===== config.mk =====
export PLATFORM = sky130hd
export DESIGN_NAME = tjmono2_fifo_merge_flat
export DESIGN_NICKNAME = d
export VERILOG_FILES = /design/src/rtl/tjmono2_fifo_merge_if.sv /design/src/rtl/tjmono2_fifo_merge.sv /design/src/flat_wrapper.sv
export SDC_FILE = /design/constraint.sdc
export NUM_CORES = 1
export LEC_CHECK = 0
export ABC_AREA = 1
export CELL_PAD_IN_SITES_DETAIL_PLACEMENT = 0
export CELL_PAD_IN_SITES_GLOBAL_PLACEMENT = 1
export CORE_UTILIZATION = 30
export DETAILED_ROUTE_END_ITERATION = 8
export GPL_ROUTABILITY_DRIVEN = 1
export PLACE_DENSITY_LB_ADDON = 0.25
export SETUP_SLACK_MARGIN = 0.15
export SLEW_MARGIN = 20
export SYNTH_ARGS = -nofsm -noshare
export SYNTH_HDL_FRONTEND = slang
export SYNTH_SLANG_ARGS = --single-unit
export TNS_END_PERCENT = 1

===== constraint.sdc =====
create_clock -name i_clk -period 2.5 [get_ports i_clk]
set_clock_uncertainty 0.2 [all_clocks]
set_input_delay 0.5 -clock i_clk [delete_from_list [all_inputs] [get_ports i_clk]]
set_output_delay 0.5 -clock i_clk [all_outputs]
set_load 0.01 [all_outputs]

===== src/rtl/tjmono2_fifo_merge_if.sv =====
// Bundle of receiver-FIFO pop ports and the merged valid/ready output stream
// for tjmono2_fifo_merge; the slave modport is the merger, the master is its environment.
interface tjmono2_fifo_merge_if #(
  parameter int unsigned N_CH = 2
);
  logic [N_CH-1:0]    ch_enable;
  logic [N_CH-1:0]    fifo_empty;
  logic [32*N_CH-1:0] fifo_data;
  logic [N_CH-1:0]    fifo_read;
  logic [31:0]        out_data;
  logic [1:0]         out_ch;
  logic               out_valid;
  logic               out_ready;
  logic               busy;
  logic [31:0]        word_cnt;

  modport master (
    output ch_enable, fifo_empty, fifo_data, out_ready,
    input  fifo_read, out_data, out_ch, out_valid, busy, word_cnt
  );

  modport slave (
    input  ch_enable, fifo_empty, fifo_data, out_ready,
    output fifo_read, out_data, out_ch, out_valid, busy, word_cnt
  );
endinterface


===== src/rtl/tjmono2_fifo_merge.sv =====
// Round-robin merger of up to four FWFT receiver FIFOs into one valid/ready stream,
// with per-channel masking and a per-grant burst limit.
module tjmono2_fifo_merge #(
  parameter int unsigned N_CH      = 2,
  parameter int unsigned MAX_BURST = 16
) (
  input logic                 i_clk,
  input logic                 i_rst_n,
  tjmono2_fifo_merge_if.slave bus
);
  typedef enum logic [0:0] {StArb, StXfer} state_e;

  localparam logic [7:0] MaxBurst = 8'(MAX_BURST);
  localparam logic [1:0] LastCh   = 2'(N_CH - 1);

  state_e      r_state, w_state_d;
  logic [1:0]  r_grant, w_grant_d;
  logic [7:0]  r_bcnt, w_bcnt_d;
  logic [31:0] r_out_data;
  logic [1:0]  r_out_ch;
  logic        r_out_valid;
  logic [31:0] r_word_cnt;

  logic [3:0]  w_en, w_empty;
  logic [31:0] w_data [4];
  logic        w_found;
  logic [1:0]  w_found_ch;
  logic        w_pop, w_accept;

  // Widen channel vectors to four entries so a 2-bit grant always indexes in range.
  always_comb begin
    w_en    = '0;
    w_empty = '1;
    for (int i = 0; i < 4; i++) w_data[i] = '0;
    for (int i = 0; i < int'(N_CH); i++) begin
      w_en[i]    = bus.ch_enable[i];
      w_empty[i] = bus.fifo_empty[i];
      w_data[i]  = bus.fifo_data[32*i +: 32];
    end
  end

  // Search grant+1, grant+2, ... ending with grant itself.
  always_comb begin
    logic [1:0] idx;
    w_found    = 1'b0;
    w_found_ch = r_grant;
    idx        = '0;
    for (int k = 1; k <= int'(N_CH); k++) begin
      idx = 2'((int'(r_grant) + k) % int'(N_CH));
      if (!w_found && w_en[idx] && !w_empty[idx]) begin
        w_found    = 1'b1;
        w_found_ch = idx;
      end
    end
  end

  assign w_pop = (r_state == StXfer) && w_en[r_grant] && !w_empty[r_grant] &&
                 (r_bcnt < MaxBurst) && (!r_out_valid || bus.out_ready);
  assign w_accept = r_out_valid && bus.out_ready;

  always_ff @(posedge i_clk or negedge i_rst_n) begin
    if (!i_rst_n) begin
      r_state <= StArb;
      r_grant <= LastCh;
      r_bcnt  <= '0;
    end else begin
      r_state <= w_state_d;
      r_grant <= w_grant_d;
      r_bcnt  <= w_bcnt_d;
    end
  end

  always_comb begin
    w_state_d = r_state;
    w_grant_d = r_grant;
    w_bcnt_d  = r_bcnt;
    unique case (r_state)
      StArb: begin
        if (w_found) begin
          w_state_d = StXfer;
          w_grant_d = w_found_ch;
          w_bcnt_d  = '0;
        end
      end
      StXfer: begin
        if (w_pop) w_bcnt_d = r_bcnt + 8'd1;
        // Back-pressure alone never ends a grant.
        if (!w_en[r_grant] || w_empty[r_grant] || (w_bcnt_d >= MaxBurst)) w_state_d = StArb;
      end
      default: w_state_d = StArb;
    endcase
  end

  always_comb begin
    bus.fifo_read = '0;
    for (int i = 0; i < int'(N_CH); i++) begin
      bus.fifo_read[i] = w_pop && (r_grant == 2'(i));
    end
  end

  always_ff @(posedge i_clk or negedge i_rst_n) begin
    if (!i_rst_n) begin
      r_out_data  <= '0;
      r_out_ch    <= '0;
      r_out_valid <= 1'b0;
      r_word_cnt  <= '0;
    end else begin
      if (w_pop) begin
        r_out_data  <= w_data[r_grant];
        r_out_ch    <= r_grant;
        r_out_valid <= 1'b1;
      end else if (w_accept) begin
        r_out_valid <= 1'b0;
      end
      if (w_accept) r_word_cnt <= r_word_cnt + 32'd1;
    end
  end

  assign bus.out_data  = r_out_data;
  assign bus.out_ch    = r_out_ch;
  assign bus.out_valid = r_out_valid;
  assign bus.busy      = (r_state == StXfer) || r_out_valid;
  assign bus.word_cnt  = r_word_cnt;
endmodule


===== src/flat_wrapper.sv =====
// flat-port wrapper written by rule: the top's interface ports become plain ports
module tjmono2_fifo_merge_flat 
#(
  parameter int unsigned N_CH      = 2,
  parameter int unsigned MAX_BURST = 16
)
  (i_clk, i_rst_n, bus_ch_enable, bus_fifo_empty, bus_fifo_data, bus_out_ready, bus_fifo_read, bus_out_data, bus_out_ch, bus_out_valid, bus_busy, bus_word_cnt);
  tjmono2_fifo_merge_if #(.N_CH(N_CH)) bus_i ();
  input logic i_clk;
  input logic i_rst_n;
  input wire logic [$bits(bus_i.ch_enable)-1:0] bus_ch_enable;
  input wire logic [$bits(bus_i.fifo_empty)-1:0] bus_fifo_empty;
  input wire logic [$bits(bus_i.fifo_data)-1:0] bus_fifo_data;
  input wire logic [$bits(bus_i.out_ready)-1:0] bus_out_ready;
  output wire logic [$bits(bus_i.fifo_read)-1:0] bus_fifo_read;
  output wire logic [$bits(bus_i.out_data)-1:0] bus_out_data;
  output wire logic [$bits(bus_i.out_ch)-1:0] bus_out_ch;
  output wire logic [$bits(bus_i.out_valid)-1:0] bus_out_valid;
  output wire logic [$bits(bus_i.busy)-1:0] bus_busy;
  output wire logic [$bits(bus_i.word_cnt)-1:0] bus_word_cnt;
  assign bus_i.ch_enable = bus_ch_enable;
  assign bus_i.fifo_empty = bus_fifo_empty;
  assign bus_i.fifo_data = bus_fifo_data;
  assign bus_i.out_ready = bus_out_ready;
  assign bus_fifo_read = bus_i.fifo_read;
  assign bus_out_data = bus_i.out_data;
  assign bus_out_ch = bus_i.out_ch;
  assign bus_out_valid = bus_i.out_valid;
  assign bus_busy = bus_i.busy;
  assign bus_word_cnt = bus_i.word_cnt;
  tjmono2_fifo_merge #(.N_CH(N_CH), .MAX_BURST(MAX_BURST)) u_core (.i_clk(i_clk), .i_rst_n(i_rst_n), .bus(bus_i));
endmodule

# Word-level counts from Yosys, hierarchy flattened
# Cells that the tools add are included.
dict set report classes {
  addsub 4
  mul 0
  div_mod_pow 0
  n_lt_le_gt_ge 6
  n_eq_ne 2
  n_shift 0
  n_mux 28
  n_bitwise 4
  n_reduce_logical 24
}
# operator n
set ops {}
lappend ops {{32-bit binary-select mux with 2-bit select} 1}
lappend ops {{32-bit two-way mux} 2}
lappend ops {{32-bit by 1-bit adder with 32-bit output, second input constant} 1}
lappend ops {{8-bit two-way mux} 3}
lappend ops {{8-bit case mux with 2 select lines} 1}
lappend ops {{1-bit binary-select mux with 2-bit select} 6}
lappend ops {{1-bit two-way mux} 12}
lappend ops {{1-bit logical AND} 10}
lappend ops {{2-bit by 3-bit less-than comparator with 1-bit output, second input constant} 3}
lappend ops {{8-bit by 1-bit adder with 8-bit output, second input constant} 1}
lappend ops {{8-bit by 5-bit greater-or-equal comparator with 1-bit output, second input constant} 1}
lappend ops {{8-bit by 5-bit less-than comparator with 1-bit output, second input constant} 1}
lappend ops {{1-bit logical NOT} 6}
lappend ops {{1-bit logical OR} 4}
lappend ops {{2-bit two-way mux} 2}
lappend ops {{2-bit nonzero test} 2}
lappend ops {{3-bit greater-or-equal comparator, second input constant} 1}
lappend ops {{2-bit inverter with 3-bit output} 1}
lappend ops {{3-bit AND reduction} 1}
lappend ops {{1-bit adder, second input constant} 2}
lappend ops {{1-bit bitwise AND, first input constant} 2}
lappend ops {{2-bit by 1-bit equality test with 1-bit output, second input constant} 1}
lappend ops {{2-bit logical NOT} 1}
lappend ops {{2-bit by 1-bit inequality test with 1-bit output, second input constant} 1}
lappend ops {{2 further kinds} 2}
dict set report totals {
  ff_bits 78
  latchBits 0
  mem_bits_rw 0
  romBits 0
  inputBits 71
  out_inout_bits 70
  word_cells 75
  mem_count 0
}

# Logic depth before layout (Yosys ltp)
dict set report depth {
  ltp_word 13
  ltp_mapped 10
  mapped_depth_nobuf 10
}

# Worst setup path before layout
# Ideal clock, no wire load.
dict set report synth_timing {
  path_kind {input to output}
  start {in bus_fifo_empty[1]}
  end {out bus_fifo_read[0]}
  arrival_ns 1.315
  required_ns 1.800
  path_slack_ns 0.485
  cell_stages 8
  n_path_buf 1
  path_cell_list {inv_1 > nand2_1 > nand2_1 > nand2_1 > nor2_2 > nand3_2 > buf_2 > nor2_1}
}
dict set report synth_via {
  elab_chain_len 7
}
# item line_no
set synth_rtl {}
lappend synth_rtl {{start: declaration} flat_wrapper.sv:12} ;# input wire logic [$bits(bus_i.fifo_empty)-1:0] bus_fifo_empty;
lappend synth_rtl {{1-bit binary-select mux with 2-bit select} tjmono2_fifo_merge.sv:57} ;# assign w_pop = (r_state == StXfer) && w_en[r_grant] && !w_empty[r_grant] &&
lappend synth_rtl {{1-bit two-way mux (not written as such)} tjmono2_fifo_merge.sv:57}
lappend synth_rtl {{1-bit logical NOT} tjmono2_fifo_merge.sv:57}
lappend synth_rtl {{1-bit logical AND (2 in a row)} tjmono2_fifo_merge.sv:57}
lappend synth_rtl {{1-bit logical AND} tjmono2_fifo_merge.sv:58} ;# (r_bcnt < MaxBurst) && (!r_out_valid || bus.out_ready);
lappend synth_rtl {{1-bit logical AND} tjmono2_fifo_merge.sv:97} ;# bus.fifo_read[i] = w_pop && (r_grant == 2'(i));
lappend synth_rtl {{end: declaration} flat_wrapper.sv:15} ;# output wire logic [$bits(bus_i.fifo_read)-1:0] bus_fifo_read;
# Every way passes these cells. The select of a mux whose other input is x is not followed.

# Final worst setup path
dict set report layout_timing {
  start {reg u_core.r_state}
  end {out bus_busy}
}
dict set report layout_via {
  elab_chain_len 1
}
# item line_no
set layout_rtl {}
lappend layout_rtl {{start: declaration} tjmono2_fifo_merge.sv:16} ;# state_e r_state, w_state_d;
lappend layout_rtl {{start signal: assignment} tjmono2_fifo_merge.sv:63} ;# r_state <= StArb;
lappend layout_rtl {{start signal: assignment} tjmono2_fifo_merge.sv:67} ;# r_state <= w_state_d;
lappend layout_rtl {{1-bit logical OR} tjmono2_fifo_merge.sv:122} ;# assign bus.busy = (r_state == StXfer) || r_out_valid;
lappend layout_rtl {{end: declaration} flat_wrapper.sv:19} ;# output wire logic [$bits(bus_i.busy)-1:0] bus_busy;
# Every way passes these cells.

==> flow_summary.toml <==
[status]
status = "finished, violations left"
violations = "negative hold slack"

[global_route]
grtUsageMet2 = 0.259
antenna_found_initial = 0
grt_pass1_wl_um = 17900
use_met3 = 0.0623
grt.overflow.total = 0
grt_pass1_vias = 3841
track_usage = 0.158
use_met1 = 0.188
grt_max_degree = 49
busiest_layer = "met2"

[synth]
synth_xor_area_frac = 0.0412
synth_top_family_by_area = "simple AND/OR/NAND/NOR gates"
synth-adder-area-share = 0.00597
ys_seq_area_frac = 0.454
synthMuxAreaShare = 0
synth-compound-area-share = 0.0113
synth.cell_area_sq_um = 4190
synth_cell_types = 34
synth-simple-area-share = 0.431
synthCells = 579
syn_avg_cell_area_sq_um = 7.24
synth_seq_cells = 76
yosysWarnings = 0
syn_nets = 652

[sta]
worst_slew_pin_slew_ns = 0.643
hold_slack_ns = -0.00546
hold_viol_final = 10
fin_crit_ns = 2.28
finalSetupViolations = 0
maxSlewHeadroom = 0.571
rsz0062_at_grt = "yes"
max_freq_mhz = 438
timing.final.crit_share = 0.913
drv_slew = 0

[cts]
clockBufferDepth = 2
cts_tree = "built"
cts_root_buffer = "clkbuf_16"
clkTransAtPathRegs_ns = 0.06
htree_levels = 3
cts.sinks = 76
hold_buffers = 0
cts_buffers = 9
clock_latency_ns = 0.33

[floorplan]
fp.dieH_um = 120
rows = 42
pin_count = 141
die_x_um = 120
initial_core_util = 0.311
fp.coreArea_sq_um = 13500
die_area_sq_um = 14400

[final_layout]
final_common_cell = "nand2_1"
final_area_sq_um = 6130
fin_nets = 802
fillerInstances = 1411
area_delta_synth_final_pct = 46.4
diodes = 0
most-common-layout-cells = "nand2_1 (317), clkdlybuf4s50_1 (132), dfrtp_1 (75), nor2_1 (44), inv_1 (30)"
post-route-util = 0.456
drive_gt1_frac = 0.0995

[setup_path]
r2r-end = "u_core.bus.out_data[29]$_DFFE_PN0N_"
cp_max_fo = 7
endpoint_kind = "output pin"
arrival_ns = 1.58
r2r-start = "u_core.r_grant[0]$_DFFE_PN1P_"
path_class = "reg -> out"
crit_required_ns = 1.80
rr_worst_depth = 10
start_kind = "register"
r2r_slack_ns = 0.50

[power]
ir_drop_uv = 352
p_per_area_nw_per_um2 = 825
leakage_nw = 3.02

[route]
final_antenna_net_count = 0
viasPerCell = 4.31
drc = 0
num_vias = 3918
wirelength_um = 10900
drtIter0Drc = 174
routedWlPerCell_um = 11.9
dr.pass1.iters = 4

[placed_design]
dp_hpwl_um = 8180
gp_congestion = 0.835
port_buffers = 139
postPlaceCellArea_sq_um = 5830

[run]
maxCapViolations = 0

[hold_path]
min_path_type = "in -> async"
==> cell usage after synthesis (all sizes together) <==
master,instances,area share
a21oi,4,0.0048
and2,1,0.0015
and3,1,0.0015
buf,9,0.016
clkbuf,7,0.0063
conb,1,0.00089
dfrtp,75,0.45
dfstp,1,0.0063
ha,2,0.0060
inv,34,0.032
nand2,331,0.31
nand3,15,0.024
nand3b,7,0.013
nand4,8,0.012
nor2,59,0.073
nor3,1,0.0012
o21ai,4,0.0048
o31ai,1,0.0018
xnor2,9,0.021
xor2,9,0.021
==> worst max-delay path by stage <==
stage	startpoint	end	slack [ns]
2_1_floorplan	bus_fifo_empty[1]	bus_fifo_read[0]	0.48
3_3_place_gp	bus_ch_enable[1]	bus_fifo_read[1]	-0.21
3_5_place_dp	bus_ch_enable[1]	bus_fifo_read[1]	-0.24
4_1_cts	bus_ch_enable[1]	bus_fifo_read[1]	0.14
5_1_grt	u_core.r_state$_DFF_PN0_	bus_busy	0.13
6_report	u_core.r_state$_DFF_PN0_	bus_busy	0.22
==> power by group <==
part / leakage [nW] / switching, W / internal [W] / total (W)
clock network: 0.133 / 0.000481 / 0.000726 / 0.00121
registers: 1.01 / 0.000230 / 0.00155 / 0.00178
logic: 1.88 / 0.00110 / 0.000978 / 0.00208
==> sequential cells by signal, summed over array words and instances (netlist names) <==
name	flops
u_core.bus.out_ch	1
u_core.bus.out_data	32
u_core.bus.out_valid	1
u_core.bus.word_cnt	32
u_core.r_bcnt	8
u_core.r_grant	1
u_core.r_state	1
==> metal layers <==
| layer | routed length [um] | up-vias |
|---|---|---|
| li1 | - | 2048 |
| met1 | 4770 | 1734 |
| met2 | 4980 | 124 |
| met3 | 962 | 12 |
| met4 | 163 | 0 |
| met5 | 0 | - |
==> kinds of logic (layout without fill, tap and decap cells) <==
| logic type | Yosys count | in the layout |
|---|---|---|
| fa+ha+maj | 2 | 2 |
| compound gates | 9 | 9 |
| simple gates | 423 | 423 |
| xor+xnor | 18 | 18 |
| flops | 76 | 76 |
| other cells | 1 | 1 |
| buf+inv | 50 | 205 |
==> area by class of cell <==
type,instances,area (sq um),share of cell area
clock buffers,14,264,0.0430
clock inverters,2,12.5,0.00204
inverters,34,135,0.0220
multi-input cells,453,2060,0.337
flip-flops and latches,76,1900,0.310
well taps,176,220,0.0359
repair buffers,155,1530,0.250
==> what timing repair did <==
action,CTS,global route
endpoints found under the setup margin,2,3
pin swaps,2,6
gates cloned,0,0
resized for setup,8,8
setup buffers,0,2
==> stage by stage <==
step / instances / setup WS (ns) / total power, W / TNS, ns
3_5_place_dp: 892 / -0.242 / 0.00389 / -0.468
2_1_floorplan: 579 / 0.485 / 0.00285 / 0
3_3_place_gp: 892 / -0.211 / 0.00387 / -0.400
5_1_grt: 910 / 0.129 / 0.00546 / 0
4_1_cts: 908 / 0.143 / 0.00513 / 0
6_report: 910 / 0.217 / 0.00506 / 0
==> critical path, cell delays in order (launching register included) <==
cell and delay, ns:
dfrtp_1 0.41, inv_1 0.09, buf_4 0.17, nand2_1 0.06
clkdlybuf4s50_1 0.52
No activity file was read; power rests on OpenSTA's default activity.
